<file path="config.mk">
export PLATFORM = sky130hd
export DESIGN_NAME = q_tables
export DESIGN_NICKNAME = d
export VERILOG_FILES = /design/src/rtl/q_tables_pkg.sv /design/src/rtl/q_table_ram.sv /design/src/rtl/q_tables.sv
export SDC_FILE = /design/constraint.sdc
export NUM_CORES = 2
export LEC_CHECK = 0
export BUFFER_PORTS_ARGS = -buffer_cell sky130_fd_sc_hd__buf_4
export CORE_MARGIN = 4
export CORE_UTILIZATION = 30
export CTS_CLUSTER_SIZE = 40
export DETAILED_ROUTE_END_ITERATION = 10
export SLEW_MARGIN = 5
export SYNTH_ARGS = -nofsm -noshare
export SYNTH_HDL_FRONTEND = slang
export SYNTH_HIERARCHICAL = 1
export SYNTH_SLANG_ARGS = --single-unit
</file>
<file path="constraint.sdc">
create_clock -name i_clk -period 4.7 [get_ports i_clk]
set_clock_uncertainty 0.1 [all_clocks]
set_input_delay 0.47 -clock i_clk [delete_from_list [all_inputs] [get_ports i_clk]]
set_output_delay 0.47 -clock i_clk [all_outputs]
set_load 0.02 [all_outputs]
</file>
<file path="src/rtl/q_tables_pkg.sv">
// -----------------------------------------------------------------------------
// q_tables_pkg
// Shared definitions for the Q-learning table storage bank: default table
// geometry, the goal reward location and value, action encodings and the
// address typedefs used to build Q-table addresses from {state, action}.
// -----------------------------------------------------------------------------
package q_tables_pkg;

  localparam int DEF_ADDR_WIDTH = 8;
  localparam int DEF_DATA_WIDTH = 8;
  localparam int DEF_DEPTH      = 2 ** DEF_ADDR_WIDTH;

  localparam int DEF_GOAL_STATE  = 63;
  localparam int DEF_GOAL_REWARD = 100;

  localparam int STATE_WIDTH  = 6;
  localparam int ACTION_WIDTH = 2;

  typedef enum logic [ACTION_WIDTH-1:0] {
    ACT_LEFT  = 2'b00,
    ACT_UP    = 2'b01,
    ACT_RIGHT = 2'b10,
    ACT_DOWN  = 2'b11
  } action_e;

  typedef logic [STATE_WIDTH-1:0]    state_t;
  typedef logic [DEF_ADDR_WIDTH-1:0] addr_t;
  typedef logic [DEF_DATA_WIDTH-1:0] data_t;

  // Q-table address for a (state, action) pair.
  function automatic addr_t q_addr(input state_t state, input action_e action);
    return {state, action};
  endfunction

endpackage : q_tables_pkg

</file>
<file path="src/rtl/q_table_ram.sv">
// -----------------------------------------------------------------------------
// q_table_ram
// Simple dual-port RAM (one write port, one read port) with a registered read
// output, used for both the Q and the Qmax tables.
//
// Configuration macro: RAW_BYPASS_EN
//   undefined : read-first; a same-address read on a write edge returns the
//               old contents.
//   defined   : write-first; the incoming write data is forwarded to the
//               output register when write and read addresses match.
//
// Ports:
//   i_clk       clock, rising edge
//   i_rst_n     asynchronous active-low reset (clears the output register only)
//   i_addr_r    read address
//   i_addr_w    write address
//   i_write_en  write strobe
//   i_data      write data
//   o_data      registered read data (1-cycle latency)
// -----------------------------------------------------------------------------
module q_table_ram #(
  parameter int ADDR_WIDTH = 8,
  parameter int DATA_WIDTH = 8,
  parameter int DEPTH      = 256
) (
  input  logic                  i_clk,
  input  logic                  i_rst_n,
  input  logic [ADDR_WIDTH-1:0] i_addr_r,
  input  logic [ADDR_WIDTH-1:0] i_addr_w,
  input  logic                  i_write_en,
  input  logic [DATA_WIDTH-1:0] i_data,
  output logic [DATA_WIDTH-1:0] o_data
);

  logic [DATA_WIDTH-1:0] mem_q [DEPTH];
  logic [DATA_WIDTH-1:0] rd_data_d;
  logic [DATA_WIDTH-1:0] rd_data_q;
  logic                  wr_fire;

  // Writes are suppressed while reset is asserted so that a write landing on
  // the reset edge cannot corrupt stored data.
  assign wr_fire = i_write_en & i_rst_n;

  // NOTE: the storage array has no reset branch; a reset would prevent block
  // RAM inference and the contents must survive reset anyway.
  always_ff @(posedge i_clk) begin
    if (wr_fire) begin
      mem_q[i_addr_w] <= i_data;
    end
  end

  // NOTE: every always_comb output gets a default first so no latch is inferred.
  always_comb begin
    rd_data_d = mem_q[i_addr_r];
`ifdef RAW_BYPASS_EN
    if (wr_fire && (i_addr_w == i_addr_r)) begin
      rd_data_d = i_data;
    end
`endif
  end

  // NOTE: sequential state uses non-blocking assignments so all registers
  // sample their inputs from the same pre-edge values.
  always_ff @(posedge i_clk or negedge i_rst_n) begin
    if (!i_rst_n) begin
      rd_data_q <= '0;
    end else begin
      rd_data_q <= rd_data_d;
    end
  end

  assign o_data = rd_data_q;

endmodule : q_table_ram

</file>
<file path="src/rtl/q_tables.sv">
// -----------------------------------------------------------------------------
// q_tables
// Storage bank for the Q-learning accelerator: Q table and Qmax table
// (read/write, 1-cycle registered reads) plus a read-only reward (R) table
// that is zero everywhere except GOAL_STATE, which holds GOAL_REWARD.
// The three tables are fully independent and may all be accessed each cycle.
//
// Configuration macro: RAW_BYPASS_EN (write-first forwarding on Q and Qmax;
// the R table is unaffected).
//
// Ports:
//   i_clk, i_rst_n                   clock / asynchronous active-low reset
//   i_q_addr_r, i_q_addr_w           Q read / write address
//   i_q_write_en, i_q_data           Q write strobe / data
//   o_q_data                         Q read data
//   i_qmax_addr_r, i_qmax_addr_w     Qmax read / write address
//   i_qmax_write_en, i_qmax_data     Qmax write strobe / data
//   o_qmax_data                      Qmax read data
//   i_r_addr, i_r_read               R read address / read enable
//   o_r_data                         R read data (holds when i_r_read = 0)
// -----------------------------------------------------------------------------
module q_tables
  import q_tables_pkg::*;
#(
  parameter int ADDR_WIDTH  = DEF_ADDR_WIDTH,
  parameter int DATA_WIDTH  = DEF_DATA_WIDTH,
  parameter int DEPTH       = DEF_DEPTH,
  parameter int GOAL_STATE  = DEF_GOAL_STATE,
  parameter int GOAL_REWARD = DEF_GOAL_REWARD
) (
  input  logic                  i_clk,
  input  logic                  i_rst_n,
  input  logic [ADDR_WIDTH-1:0] i_q_addr_r,
  input  logic [ADDR_WIDTH-1:0] i_q_addr_w,
  input  logic                  i_q_write_en,
  input  logic [DATA_WIDTH-1:0] i_q_data,
  output logic [DATA_WIDTH-1:0] o_q_data,
  input  logic [ADDR_WIDTH-1:0] i_qmax_addr_r,
  input  logic [ADDR_WIDTH-1:0] i_qmax_addr_w,
  input  logic                  i_qmax_write_en,
  input  logic [DATA_WIDTH-1:0] i_qmax_data,
  output logic [DATA_WIDTH-1:0] o_qmax_data,
  input  logic [ADDR_WIDTH-1:0] i_r_addr,
  input  logic                  i_r_read,
  output logic [DATA_WIDTH-1:0] o_r_data
);

  q_table_ram #(
    .ADDR_WIDTH(ADDR_WIDTH),
    .DATA_WIDTH(DATA_WIDTH),
    .DEPTH     (DEPTH)
  ) u_q_ram (
    .i_clk     (i_clk),
    .i_rst_n   (i_rst_n),
    .i_addr_r  (i_q_addr_r),
    .i_addr_w  (i_q_addr_w),
    .i_write_en(i_q_write_en),
    .i_data    (i_q_data),
    .o_data    (o_q_data)
  );

  q_table_ram #(
    .ADDR_WIDTH(ADDR_WIDTH),
    .DATA_WIDTH(DATA_WIDTH),
    .DEPTH     (DEPTH)
  ) u_qmax_ram (
    .i_clk     (i_clk),
    .i_rst_n   (i_rst_n),
    .i_addr_r  (i_qmax_addr_r),
    .i_addr_w  (i_qmax_addr_w),
    .i_write_en(i_qmax_write_en),
    .i_data    (i_qmax_data),
    .o_data    (o_qmax_data)
  );

  // Reward ROM: a single non-zero entry, so it collapses to an address compare.
  function automatic logic [DATA_WIDTH-1:0] r_rom(input logic [ADDR_WIDTH-1:0] addr);
    return (addr == ADDR_WIDTH'(GOAL_STATE)) ? DATA_WIDTH'(GOAL_REWARD) : '0;
  endfunction

  logic [DATA_WIDTH-1:0] r_data_d;
  logic [DATA_WIDTH-1:0] r_data_q;

  always_comb begin
    r_data_d = r_data_q;
    if (i_r_read) begin
      r_data_d = r_rom(i_r_addr);
    end
  end

  always_ff @(posedge i_clk or negedge i_rst_n) begin
    if (!i_rst_n) begin
      r_data_q <= '0;
    end else begin
      r_data_q <= r_data_d;
    end
  end

  assign o_r_data = r_data_q;

endmodule : q_tables

</file>
==> impl_summary.log <==
INFO  metric status = complete, but fails checks
INFO  metric failing_checks = hold timing
INFO  metric worstSetupPathType = primary input to flip-flop
INFO  metric grt_setup_unrepaired = false
INFO  metric critPathMaxStageDelay = 0.92 ns
INFO  metric floorplan.initialDensity = 0.3018
INFO  metric crit_path_cell_chain = buf_4 -> nor2b_4 -> buf_4 -> a22oi_1 -> a21oi_1 -> o21ba_2 -> a22oi_1 -> o311a_1
INFO  metric dieArea = 544700 sq um
INFO  metric core_region_area = 529800 sq um
INFO  metric report.final.slew_viol_count = 0
INFO  metric totalPowerFinal = 0.07609 W
INFO  metric wl_per_cell = 26.98 um
INFO  metric rows = 267
INFO  metric crit_path_max_fanout = 35
INFO  metric clk_pin_slew = 0.06 ns
INFO  metric synthesis.instances = 7538
INFO  metric syn_avg_cell_area = 21.21 sq um
INFO  metric drt.antenna.violating_nets = 0
INFO  metric power.density_cell_area = 417.5 nW/um^2
INFO  metric remaining_drc_errors = 0
INFO  metric fin_util = 0.3439
INFO  metric final_nets = 7922
INFO  metric dr.pass1.iters = 9
INFO  metric cp_data_required_time = 5.46 ns
INFO  metric max-vdd-ir-drop = 0.3302 mV
INFO  metric drv_cap = 0
INFO  metric pin_count_of_the_biggest_net_entering_global_routing = 176
INFO  metric clock.fmax = 303.0 MHz
INFO  metric layout-drive-gt1-share = 0.2165
INFO  metric cts.path.max_buffers = 4
INFO  metric critical_path.endpoint_type = flip-flop
INFO  metric die-height = 738.1 um
INFO  metric antenna_found_initial = 19
INFO  metric ctsRootBufferMaster = clkbuf_16
INFO  metric synthTopCellsByArea = edfxtp_1, mux4_2, mux2i_1
INFO  metric critical_path_cell_with_the_highest_stage_delay = nor2b_4
INFO  metric synth_cell_type_count = 67
INFO  metric total_of_buffers_placed_on_input_and_output_ports = 79
INFO  metric multi_input_comb_area = 33370 sq um
INFO  metric half_perimeter_wire_length_after_detailed_placement = 254.8 mm
INFO  metric leakage = 55.59 nW
INFO  metric finalHoldViolCount = 16
INFO  metric layout.cells.most_common = edfxtp_1
INFO  metric highest_count_cells_in_the_layout_ignoring_fill_and_taps = edfxtp_1, mux4_2, nor2_1
INFO  metric startpoint_type_of_the_worst_setup_path = primary input
INFO  metric report.final.setup_viol = 0
INFO  metric remaining_overflow_grt = 0
INFO  metric detailed_place.area = 169100 sq um
INFO  metric worst_hold_path_type = primary input to flip-flop
INFO  metric post_synthesis_cell_area = 159900 sq um
INFO  metric cts_buffers = 407
INFO  metric final.min_clock_period = 3.300 ns
INFO  metric ys.warnings.count = 6
INFO  metric synth.ff_latch_count = 4113
INFO  metric share_of_the_synthesized_area_in_the_top_cell_type = 0.7693
INFO  metric synthFlopType = edfxtp_1
INFO  metric die_w = 738.1 um
INFO  metric layout.area.seq = 123400 sq um
INFO  metric routed-via-count = 79530
INFO  metric synth-edff-count = 4096
INFO  metric final.fill_count = 48730
INFO  metric netlist.top_cell.by_area = edfxtp_1
INFO  metric worstMarginPinSlew = 1.373 ns
INFO  metric gp_routability_congestion = 0.8419
INFO  metric fin_worst_hold_slack = -0.02131 ns
INFO  metric layout_worst_path_cycle_share = 0.7021
INFO  metric cts_htree_levels = 5
INFO  metric critical_path_arrival = 4.06 ns
INFO  metric area_added_between_synthesis_and_finish = 13.97%
INFO  metric grt_usage = 0.1464
INFO  metric synth.yosys.seq_area_share = 0.7719
INFO  metric worst_slew_margin_rel = 0.08477
INFO  metric setup_repair_bufs_after_cts = 0
INFO  metric wire_length_of_the_first_global_routing_pass = 587.9 mm
INFO  metric tritoncts_clock_tree = built
INFO  metric timing.setup.tns = 0 ns
INFO  metric routed_via_density = 5.230
INFO  metric io-pin-count = 85
INFO  metric asyncSetResetFlopFracSynth = 0.004133
INFO  metric first_global_vias = 79520
INFO  metric routed_wl = 410.2 mm
INFO  metric post-route-cell-area = 182200 sq um
INFO  metric cts.sink_count = 4113
INFO  metric detail_route.iter0.violations = 9618
INFO  metric worst_skew_pair.late_latency = 1.04 ns
metal layers:
layer / wire, um / vias up / GRT usage
met5: 52 / - / 0
met4: 14140 / 8 / 0.04870
met3: 34070 / 688 / 0.02431
met2: 197900 / 3896 / 0.2384
met1: 164000 / 42610 / 0.1996
li1: - / 32330 / -
logic make-up (layout without fill, tap and decap cells):
| family | after synthesis | after routing | synth area share |
|---|---|---|---|
| flip-flops | 4113 | 4113 | 0.7719 |
| multiplexers | 1190 | 1190 | 0.1455 |
| AND/OR/NAND/NOR | 959 | 959 | 0.02675 |
| AO/OA/AOI/OAI | 795 | 795 | 0.03558 |
| buffers and inverters | 480 | 1137 | 0.02028 |
| other | 1 | 19 | 0.00002345 |
per-stage QoR:
step	instances	setup slack, ns
6_report	15210	1.400
5_1_grt	15200	1.432
4_1_cts	15190	1.560
3_5_place_dp	14440	0.5011
3_3_place_gp	14440	0.2744
2_1_floorplan	7542	2.155
report_power, final:
group | total [W] | switching, W | internal (W)
clock network | 0.0319 | 0.0137 | 0.0182
logic | 0.00370 | 0.00244 | 0.00126
registers | 0.0405 | 0.0000826 | 0.0404
total | 0.0761 | 0.0162 | 0.0598
cell type report:
cell class	instances	area share
sequential	4113	0.6773
multi-input combinational	2949	0.1831
clock buffer	512	0.05874
tap	6994	0.04802
timing repair buffer	385	0.01964
clock inverter	235	0.01292
antenna	14	0.0001922
inverter	5	0.0001030
registers in the layout, summed over array words and instances, names as in the netlist:
| signal | count |
|---|---|
| u_qmax_ram/mem_q | 2048 |
| u_qmax_ram/o_data | 8 |
| o_r_data | 1 |
| u_q_ram/o_data | 8 |
| u_q_ram/mem_q | 2048 |
cell usage after synthesis, drive strengths merged, types with 4 or more instances:
cell and n:
a2111oi 4, a211o 10, a211oi 32, a21boi 4, a21oi 170, a221oi 28
a22o 32, a22oi 270, a311oi 8, and2 12, and3b 4, buf 257
clkbuf 210, dfrtp 17, dlygate4sd1 4, edfxtp 4096, inv 5, mux2i 306
mux4 884, nand2 99, nand2b 18, nand3 57, nand3b 6, nand4 20
nor2 574, nor2b 48, nor3 42, nor3b 6, nor4 46, o211ai 16
o21ai 14, o221ai 84, o22a 12, o22ai 84, o31ai 8, o32ai 7
or2 12
timing repair:
item                       CTS  global route
hold endpoints to repair    97             0
setup endpoints to repair    0             0
gates resized for setup      0             0
hold buffers                 8             0
worst max-delay path: cells and delay by family:
family	cells	cell delay, ns
compound gates	5	1.60
buf+inv	2	0.97
simple gates	1	0.92
final timing paths:
path / startpoint / end / slack, ns / cells past startpoint
max: i_q_addr_r[3] / u_q_ram/o_data[2]$_DFF_PN0_ / 1.40 / 8
min: i_qmax_data[4] / u_qmax_ram/mem_q[158][4]$_DFFE_PP_ / -0.02 / 1
max reg2reg: u_qmax_ram/mem_q[187][4]$_DFFE_PP_ / u_qmax_ram/o_data[4]$_DFF_PN0_ / 1.65 / 6
min reg2reg: u_qmax_ram/mem_q[91][2]$_DFFE_PP_ / u_qmax_ram/o_data[2]$_DFF_PN0_ / 0.94 / 4
max in group asynchronous: i_rst_n / u_q_ram/o_data[0]$_DFF_PN0_ / 3.11 / 3
min in group asynchronous: i_rst_n / u_qmax_ram/o_data[6]$_DFF_PN0_ / 0.22 / 3
Note: power is estimated with default switching activity, not from simulation.
